**src/rtl/fifo_stream_reader.sv**
```systemverilog
// Read-side engine for a synchronous FIFO. It issues reads against the FIFO empty flag,
// captures the returned data and presents it as a valid/ready stream.
module fifo_stream_reader #(
    parameter int DATA_W = 32,
    parameter int CNT_W  = 32
) (
    input  logic              clk,
    input  logic              arst_n,
    input  logic              fifoEmpty,
    output logic              fifoREn,
    input  logic [DATA_W-1:0] fifoRData,
    output logic              oValid,
    input  logic              oReady,
    output logic [DATA_W-1:0] oData,
    input  logic              flush,
    output logic [CNT_W-1:0]  wordCnt
);

    logic [1:0]        occ_reg;
    logic [1:0]        occ_next;
    logic              in_flight_reg;
    logic              head_reg;
    logic              head_next;
    logic [DATA_W-1:0] buf_reg [2];
    logic [CNT_W-1:0]  word_cnt_reg;
    logic [CNT_W-1:0]  word_cnt_next;

    logic       pop;
    logic       push;
    logic       tail;
    logic [1:0] pending;

    assign pop  = (occ_reg != 2'd0) && oReady;
    assign push = in_flight_reg && !flush;
    // The tail slot is always free when a word lands, because occ + inFlight never exceeds 2.
    assign tail = head_reg ^ occ_reg[0];

    // This is the number of words still held after this cycle's pop, counting the word in flight.
    // The path from oReady to fifoREn is combinational on purpose so that one word per cycle is
    // reached.
    assign pending = occ_reg + {1'b0, in_flight_reg} - {1'b0, pop};
    assign fifoREn = arst_n && !fifoEmpty && !flush && (pending <= 2'd1);

    always_comb begin
        occ_next      = occ_reg;
        head_next     = head_reg;
        word_cnt_next = word_cnt_reg + {{(CNT_W-1){1'b0}}, pop};
        if (flush) begin
            occ_next  = 2'd0;
            head_next = 1'b0;
        end else begin
            occ_next  = occ_reg + {1'b0, push} - {1'b0, pop};
            head_next = head_reg ^ pop;
        end
    end

    always_ff @(posedge clk or negedge arst_n) begin
        if (!arst_n) begin
            occ_reg       <= 2'd0;
            in_flight_reg <= 1'b0;
            head_reg      <= 1'b0;
            word_cnt_reg  <= '0;
        end else begin
            occ_reg       <= occ_next;
            in_flight_reg <= fifoREn;
            head_reg      <= head_next;
            word_cnt_reg  <= word_cnt_next;
        end
    end

    generate
        for (genvar gi = 0; gi < 2; gi++) begin : g_slot
            always_ff @(posedge clk or negedge arst_n) begin
                if (!arst_n) begin
                    buf_reg[gi] <= '0;
                end else if (push && (tail == 1'(gi))) begin
                    buf_reg[gi] <= fifoRData;
                end
            end
        end
    endgenerate

    assign oValid  = (occ_reg != 2'd0);
    assign oData   = buf_reg[head_reg];
    assign wordCnt = word_cnt_reg;

endmodule

```
**config.mk**
```make
export PLATFORM = sky130hd
export DESIGN_NAME = fifo_stream_reader
export DESIGN_NICKNAME = d
export VERILOG_FILES = /design/src/rtl/fifo_stream_reader.sv
export SDC_FILE = /design/constraint.sdc
export NUM_CORES = 1
export LEC_CHECK = 0
export CAP_MARGIN = 30
export CORE_ASPECT_RATIO = 1.25
export CORE_MARGIN = 1.5
export CORE_UTILIZATION = 43
export DETAILED_ROUTE_END_ITERATION = 7
export PLACE_DENSITY_LB_ADDON = 0.15
export SETUP_SLACK_MARGIN = 0.02
export SLEW_MARGIN = 20
export SYNTH_ARGS = -nofsm -noshare
export SYNTH_HDL_FRONTEND = slang
export SYNTH_SLANG_ARGS = --single-unit
```
**constraint.sdc**
```tcl
create_clock -name clk -period 3.9 [get_ports clk]
set_input_delay 0.78 -clock clk [delete_from_list [all_inputs] [get_ports clk]]
set_output_delay 0.78 -clock clk [all_outputs]
set_load 0.005 [all_outputs]
```
### After elaboration in Yosys (flattened, before gate mapping)

Cells that the tools add are included.

* output and inout port bits: 66
* input port bits: 37
* word-level logic and storage cells: 32
* bits in registers: 100

* bitwise logic cells: 4
* $lt $le $gt $ge: 2
* reductions and logical operators: 10
* add/sub/neg operators: 5
* multiplexer cells: 5

Operator list (count)
* $mux 32: 3
* $add 32x1->32: 1
* $logic_and 1x1->1: 7
* $add 2x1->2: 2
* $sub 2x1->2: 2
* $ge 2x2->1 const B: 1
* $le 2x1->1 const B: 1
* $logic_not 1->1: 2
* $mux 2: 1
* $not 1->2: 1
* $reduce_bool 2->1: 1
* $xor 1x1->1: 2
* $mux 1: 1
* $not 1->1: 1

### Depth between registers and ports, before layout

* word-level depth: 5
* gate-level depth with buffers: 8
* mapped depth without buffers: 7

### Worst setup path after synthesis

No wires, ideal clock.

* path type: input-to-output
* from: input port oReady
* to: output port fifoREn
* data required time: 3.120 ns
* arrival: 1.315 ns
* buffers on the path: 0
* slack: 1.805 ns
* stages on the path: 3
* path through: inv_1 -> and4_1 -> o311a_1

* longest elaborated chain between the ends: 4

Ends and longest elaborated chain
* from (decl): RTL line 13 `input logic oReady,`
* $logic_and 1x1->1: RTL line 33 `assign pop = (occ_reg != 2'd0) && oReady;`
* $sub 2x1->2: RTL line 41 `assign pending = occ_reg + {1'b0, in_flight_reg} - {1'b0, pop};`
* $le 2x1->1: RTL line 42 `assign fifoREn = arst_n && !fifoEmpty && !flush && (pending <= 2'd1);`
* $logic_and 1x1->1: RTL line 42
* to (decl): RTL line 10 `output logic fifoREn,`

Every way passes these cells.

### Worst setup path after layout

Ends and elaborated chain as after synthesis.

==> impl_metrics.tcl <==
set metrics [dict create \
    synthesis.nets 365 \
    min-delay-start "buf_reg[6]" \
    cap_viol_max_count 0 \
    ctsHoldBuffers 0 \
    synth_ff_type "dfrtp_1" \
    grt_pass1_wl_um 15000 \
    final_area_mm2 0.00598 \
    grt_start_max_net_pins 55 \
    cpMaxStageDelayCell "clkdlybuf4s50_1" \
    largest_register_ffs 64 \
    synthTopCellsByCount "dfrtp_1, mux2_2, xnor2_1, nand3_1, nand4_1" \
    grt_remaining_overflow 0 \
    rsz0062_at_grt "no" \
    viasPerCell 5.17 \
    vias 2914 \
    syn_area_mm2 0.00449 \
    postSynthAreaPerCell_um2 13.9 \
    grt_pass1_vias 3142 \
    place_area_mm2 0.00566 \
    core_mm2 0.0102 \
    max_slew.worst_pin.slew_ns 0.667 \
    root_buffer "clkbuf_16" \
    slowest_delay_ns 0.57 \
    n_fill_cell 832 \
    nNetsFinal 471 \
    slew_headroom_pct 55.5 \
    cts_tree "done" \
    place.gp.congestion 0.727 \
    fin_skew_ns 0.00618 \
    worstSetupStartpointType "input pin" \
    drv_slew 0 \
    synth_seq_cells 100 \
    area_delta_synth_final_pct 33.1 \
    antenna_found_initial 0 \
    fp-row-count 41 \
    crit_required_ns 3.12 \
    postCtsSetupBuffers 0 \
    synth_edf_count 0 \
    final_hold_viol_count 0 \
    hp-class "register to register" \
    antenna_cells 0 \
    yosysMostFrequentCell "dfrtp_1" \
    finalSetupViolCount 0 \
    dr.pass1.iters 4 \
    synth.distinct_cells 29 \
    ant_nets 0 \
    fmax_mhz 314 \
    start_util_pct 44.2 \
    drive_gt1_share_pct 28.3 \
    synthCells 324 \
    fin_crit_sh_pct 81.6 \
    die_h_um 117 \
    tns_ns 0 \
    detail_route.iter0.violations 53 \
    cts_num_sinks 100 \
    synthTopCellsByArea "dfrtp_1, mux2_2, xnor2_1" \
    yosysWarnings 0 \
    hpwl_um 6290 \
    endpoint "fifoREn" \
    detail_route.wirelength_um 9140 \
    synth_top_area_share_pct 55.7 \
    reg2reg_slack_ns 1.87 \
    cts_buffers 9 \
    die_area_mm2 0.0111 \
    period_needed_ns 3.18 \
    crit_chain "clkdlybuf4s50_1 > inv_1 > and4_1 > o311a_1 > clkdlybuf4s50_1" \
    async_flop_share_pct 100 \
    cp.arrival_ns 2.40 \
    power_leakage_uw 0.00257 \
    clk_latency_ns 0.34 \
    ys_seq_area_share_pct 55.7 \
    vdd_drop_max_uv 254 \
    clkTransAtPathRegs_ns 0.06 \
    setup.worst_path.class "input pin to primary output" \
    pin_count 103 \
    drc 0 \
    cp_max_fo 5 \
    p_per_area_mw_per_mm2 633 \
    end_kind "primary output" \
    r2r-start "occ_reg[1]" \
    reg2reg_to "wordCnt[30]" \
    cts.htree.levels 3 \
    synth_top_cell_by_area "dfrtp_1" \
    rr_worst_depth 7 \
    port_buffers 102 \
    wl_per_cell_um 16.2 \
    outcome "complete, no violations" \
    grt_usage_pct 17.7 \
    cts-resized-gates 0 \
    clk_path_buf_depth 2 \
    die_x_um 94.4 \
    startpoint "oReady" \
    path_common_cell "clkdlybuf4s50_1" \
]
==> area by class of cell <==
type / count / area (um^2) / area share (%)
inverter: 5 / 18.8 / 0.314
multi-input combinational: 207 / 1900 / 31.8
timing repair buffer: 107 / 1080 / 18.1
sequential: 100 / 2500 / 41.8
clock buffer: 10 / 229 / 3.83
tap: 129 / 161 / 2.70
clock inverter: 6 / 88.8 / 1.49
==> worst min-delay path by stage <==
| stage | end | slack, ns | cells after the start |
|---|---|---|---|
| after detailed placement | buf_reg[6] | 0.47 | 1 |
| after global routing | buf_reg[51] | 0.52 | 1 |
| final | buf_reg[6] | 0.48 | 1 |
| after floorplan | buf_reg[21] | 0.45 | 1 |
| after CTS | buf_reg[6] | 0.49 | 1 |
| after global placement | wordCnt[31] | 0.46 | 1 |
==> worst max-delay path: cells and delay by family <==
family	cells	cell delay [ns]
AOI/OAI and AO/OA	1	0.34
buffers and inverters	3	1.09
and+or+nand+nor	1	0.19
==> per-layer routing <==
layer / global-route usage, % / up-vias / routed length [um]
li1: - / 1370 / -
met1: 21.2 / 1466 / 4070
met2: 30.6 / 72 / 4480
met3: 5.04 / 6 / 478
met4: 6.17 / 0 / 102
met5: 0 / - / 0
==> cell usage in the layout (no fill, tap or decap), drive strengths merged <==
cell / n
and4: 4
nor3: 1
inv: 5
dfrtp: 100
nand2: 8
ha: 4
or2: 1
nand4b: 1
clkinv: 2
nor2: 11
clkdlybuf4s50: 101
nand3: 15
nor4: 4
bufinv: 2
clkinvlp: 2
xnor2: 27
nand4: 14
xor2: 7
o211ai: 1
o311a: 1
nor2b: 2
a21oi: 2
and3: 3
nand2b: 3
o21a: 2
clkbuf: 10
mux2: 96
buf: 6
==> stage by stage <==
step                      instances  util [%]  worst slack [ns]  power (uW)  hold slack, ns
after global routing            564      58.9             0.659        4040           0.519
after detailed placement        548      55.8             0.720        2900           0.475
final                           564      58.9             0.719        3790           0.484
after CTS                       564      58.9             0.719        3850           0.490
after global placement          548      55.8             0.769        2850           0.461
after floorplan                 324         -              1.80        2200           0.452
==> kinds of logic (layout without fill, tap and decap cells) <==
kind of cell | count (synthesis) | in the layout | synth area share (%)
buffers and inverters | 17 | 128 | 2.34
adders and majority gates | 4 | 4 | 1.11
xor gates and xnor gates | 34 | 34 | 6.63
muxes | 96 | 96 | 24.1
AOI/OAI and AO/OA | 6 | 6 | 0.947
and+or+nand+nor | 67 | 67 | 9.22
DFF | 100 | 100 | 55.7
==> where the power goes <==
| group | switching [uW] | internal, uW |
|---|---|---|
| registers | 182 | 1370 |
| clock network | 372 | 562 |
| logic | 400 | 908 |
No activity file was read; power rests on OpenSTA's default activity.
==> patch 1: new RTL, config.mk and constraints unchanged <==
Set the parameter `DATA_W` to 16 (it was 32).
--- a/src/rtl/fifo_stream_reader.sv
+++ b/src/rtl/fifo_stream_reader.sv
@@ -2,5 +2,5 @@
 // captures the returned data and presents it as a valid/ready stream.
 module fifo_stream_reader #(
-    parameter int DATA_W = 32,
+    parameter int DATA_W = 16,
     parameter int CNT_W  = 32
 ) (
Interface: changed (resized fifoRData and oData); port bits go from 103 to 71. No check against the original RTL was run, so the function may have changed too.
==> patch 1 against the original RTL <==
Area after synthesis is 30% lower. Clock skew is 0.0022 ns higher. Wire length is 31% lower. Count of clock-buffer cells in the layout is 1 higher. Via count is 29% lower. Sequential cell count is 32 lower. Sequential share of layout area is 0.33 points lower. Final area is 31% lower. Total power is 42% lower. Setup slack better by 0.040 ns.
==> patch 1: results (changes against the original RTL) <==
.. list-table::
   :header-rows: 1

   * - Metric
     - Value
   * - Wire length of the first global-routing pass
     - 10.2 mm (-32%)
   * - Area contributors post-synth
     - sky130_fd_sc_hd__dfrtp_1 54%, sky130_fd_sc_hd__mux2_2 17%, sky130_fd_sc_hd__xnor2_1 5.3%
   * - Number of design-rule violations left by the first detailed-router iteration
     - 89 (+68%)
   * - Post-placement worst setup slack
     - 0.752 ns (+0.0320 ns)
   * - Final net count
     - 343 (-27%)
   * - Adder and majority gate portion of the synthesized area
     - 1.59% (+0.48 points)
   * - Number of input and output port buffers inserted
     - 70 (-31%)
   * - Sequential area share after synthesis
     - 54.1% (-1.6 points)
   * - Worst-case reg-to-reg path depth
     - 4 (-3)
   * - Leakage power
     - 1.86 nW (-27%)
   * - R2R Path End
     - buf_reg[14]
   * - Placer's final routability congestion estimate
     - 0.713 (-1.9%)
   * - Outcome
     - finished clean
   * - Share of the synthesized area in compound gates (AO/OA/AOI/OAI)
     - 0.954% (+0.0071 points)
   * - Worst hold slack after final layout
     - 0.444 ns (-0.0402 ns)
   * - Pin count of the biggest net entering global routing
     - 69 (+25%)
   * - Vias per Instance
     - 5.04 (-2.4%)
   * - Number of standard cells after synthesis
     - 241 (-26%)
   * - Clk_skew
     - 0.00843 ns (+0.00225 ns)
   * - Placed Instance Area
     - 3920 um2 (-31%)
   * - Reg-to-reg critical path startpoint
     - head_reg
   * - Worst vdd rail ir drop
     - 0.000219 V (-14%)
   * - Post-synthesis share of cell area spent on xor and xnor gates
     - 9.46% (+2.8 points)
   * - Ratio of cells with drive above 1 in the final layout
     - 22.1% (-6.2 points)
   * - Number of placed instances with taps included
     - 396 (-28%)
==> patch 1: cell types whose count changed after synthesis, sizes merged, moves of 7 or more <==
cell | unedited run | this run
xor2 | 7 | 15
and4 | 4 | 11
and2 | 0 | 8
dfrtp | 100 | 68
xnor2 | 27 | 19
mux2 | 96 | 48
==> patch 1: critical path, delay by kind of cell <==
family | cells | cell delay [ns]
buf+inv | 3 | 1.06
simple gates | 1 | 0.18
compound gates | 1 | 0.34
==> patch 1: cells by family (layout without fill, tap and decap cells) <==
group	after synthesis	after routing
adders and majority gates	4	4
muxes	48	48
AOI/OAI and AO/OA	4	4
DFF	68	68
and+or+nand+nor	72	72
buffers and inverters	11	91
xor gates and xnor gates	34	34
==> patch 1: worst max path at each step <==
stage                     startpoint  endpoint  slack (ns)
after floorplan               oReady   fifoREn        1.80
after global placement        oReady   fifoREn        0.78
after detailed placement      oReady   fifoREn        0.75
after CTS                     oReady   fifoREn        0.75
after global routing          oReady   fifoREn        0.69
final                         oReady   fifoREn        0.76
==> patch 1: routing by layer <==
| layer | track usage (%) | routed length (um) | share of wire [%] |
|---|---|---|---|
| met5 | 0 | 0 | 0 |
| met4 | 7.69 | 108 | 1.7 |
| met3 | 4.26 | 340 | 5.4 |
| met1 | 21.2 | 2740 | 43 |
| met2 | 27.7 | 3130 | 49 |
==> patch 1: area by class of cell <==
class / count / area (um2) / share of cell area (%)
sequential: 68 / 1700 / 41.5
multi-input combinational: 162 / 1370 / 33.5
timing repair buffer: 74 / 746 / 18.2
clock buffer: 11 / 141 / 3.45
tap: 90 / 113 / 2.75
clock inverter: 3 / 15.0 / 0.366
inverter: 3 / 11.3 / 0.275
==> patch 1: where the power goes <==
part | switching, mW | internal, mW
clock network | 0.246 | 0.238
registers | 0.128 | 0.885
logic | 0.201 | 0.502
==> patch 2: new RTL, same flow settings <==
Made on the original files. Reset style: synchronous (`arst_n`), changed in 2 clocked blocks.
--- a/src/rtl/fifo_stream_reader.sv
+++ b/src/rtl/fifo_stream_reader.sv
@@ -55,5 +55,5 @@
     end
 
-    always_ff @(posedge clk or negedge arst_n) begin
+    always_ff @(posedge clk) begin
         if (!arst_n) begin
             occ_reg       <= 2'd0;
@@ -71,5 +71,5 @@
     generate
         for (genvar gi = 0; gi < 2; gi++) begin : g_slot
-            always_ff @(posedge clk or negedge arst_n) begin
+            always_ff @(posedge clk) begin
                 if (!arst_n) begin
                     buf_reg[gi] <= '0;
Function: differs if arst_n is asserted again (counterexample within 4 cycles, from zero or initial values and one cycle with arst_n low); with arst_n held inactive, the same outputs for 10 cycles.
==> patch 2 against the original RTL <==
Largest cell class unchanged. Area after synthesis is 1.0% higher. Die area is 1.0% higher. Maximum frequency is 1.1% higher. Global-route usage is 0.54 points lower. First-iteration DRC count is 98% higher. Setup slack better by 0.035 ns. Final area is 0.15% lower. Sequential cell count stayed put. Wire length hardly changed.
Power is not compared: it rests on default switching activity, and its combinational part moved more than twofold at a synthesized area within 25%.
==> patch 2: results (changes against the original RTL) <==
.. list-table::
   :header-rows: 1

   * - Metric
     - Value
   * - Synth cell count leaders
     - 67 x sky130_fd_sc_hd__and2_1, 64 x sky130_fd_sc_hd__edfxtp_1, 36 x sky130_fd_sc_hd__dfxtp_1
   * - Sequential area share after synthesis
     - 58.2% (+2.5 points)
   * - Number of multi-input combinational cells
     - 256 (+24%)
   * - Clk_skew
     - 0.00665 ns (+0.000470 ns)
   * - Outcome
     - finished clean
   * - Invs w/o clock
     - 10 (+5)
   * - Critical path's largest stage delay
     - 0.54 ns (-0.03 ns)
   * - Wire length of the first global-routing pass
     - 14.7 mm (-2.2%)
   * - Number of design-rule violations left by the first detailed-router iteration
     - 105 (+98%)
   * - Worst Max-Slew Pin Slew
     - 0.869 ns (+0.201 ns)
   * - Distinct cell type count after synthesis
     - 37 (+28%)
   * - WP data arrival
     - 2.37 ns (-0.03 ns)
   * - Share of cell area taken by muxes after synthesis
     - 8.82% (-15 points)
   * - R2R Path End
     - wordCnt[24]
   * - Ratio of cells with drive above 1 in the final layout
     - 12.9% (-15 points)
   * - Worst hold path stage count
     - 2 (+1)
   * - Post-synthesis share of cell area spent on xor and xnor gates
     - 2.89% (-3.7 points)
   * - Number of flops mapped to enable cells by yosys
     - 64 (+64)
   * - Number of filler instances in the final layout
     - 847 (+1.8%)
   * - Sum of routed wire segments on met1
     - 3.92 mm (-3.8%)
   * - Placer's final routability congestion estimate
     - 0.769 (+5.9%)
   * - Async SR Flop Fraction
     - 0% (-100 points)
   * - Met1 usage
     - 20.9% (-0.29 points)
   * - DP HPWL
     - 6.22 mm (-1.1%)
   * - R2R setup slack
     - 1.46 ns (-0.41 ns)
-- patch 2: cell count changes after synthesis, sizes merged, moves of 7 or more --
cell    delta
mux2      -64
xnor2     -15
nand4      -7
or3        +7
o31ai     +12
dfrtp    -100
or4       +12
a21oi     +16
buf        -8
and2      +67
clkbuf    +18
dfxtp     +36
edfxtp    +64
-- patch 2: cells by family (layout without fill, tap and decap cells) --
group,count (synthesis),in the layout
fa+ha+maj,3,3
xor+xnor,15,15
mux,36,36
buf+inv,32,133
flops,100,100
simple gates,163,163
compound gates,39,39
-- patch 2: metrics by stage --
| step | util (%) | instances | cell area (um2) | setup slack, ns |
|---|---|---|---|---|
| 2_1_floorplan | - | 388 | 4540 | 0.216 |
| 3_5_place_dp | 55.9 | 602 | 5700 | 0.663 |
| 3_3_place_gp | 55.9 | 602 | 5700 | 0.743 |
| 4_1_cts | 58.5 | 618 | 5970 | 0.749 |
| 6_report | 58.5 | 618 | 5970 | 0.754 |
| 5_1_grt | 58.5 | 618 | 5970 | 0.665 |
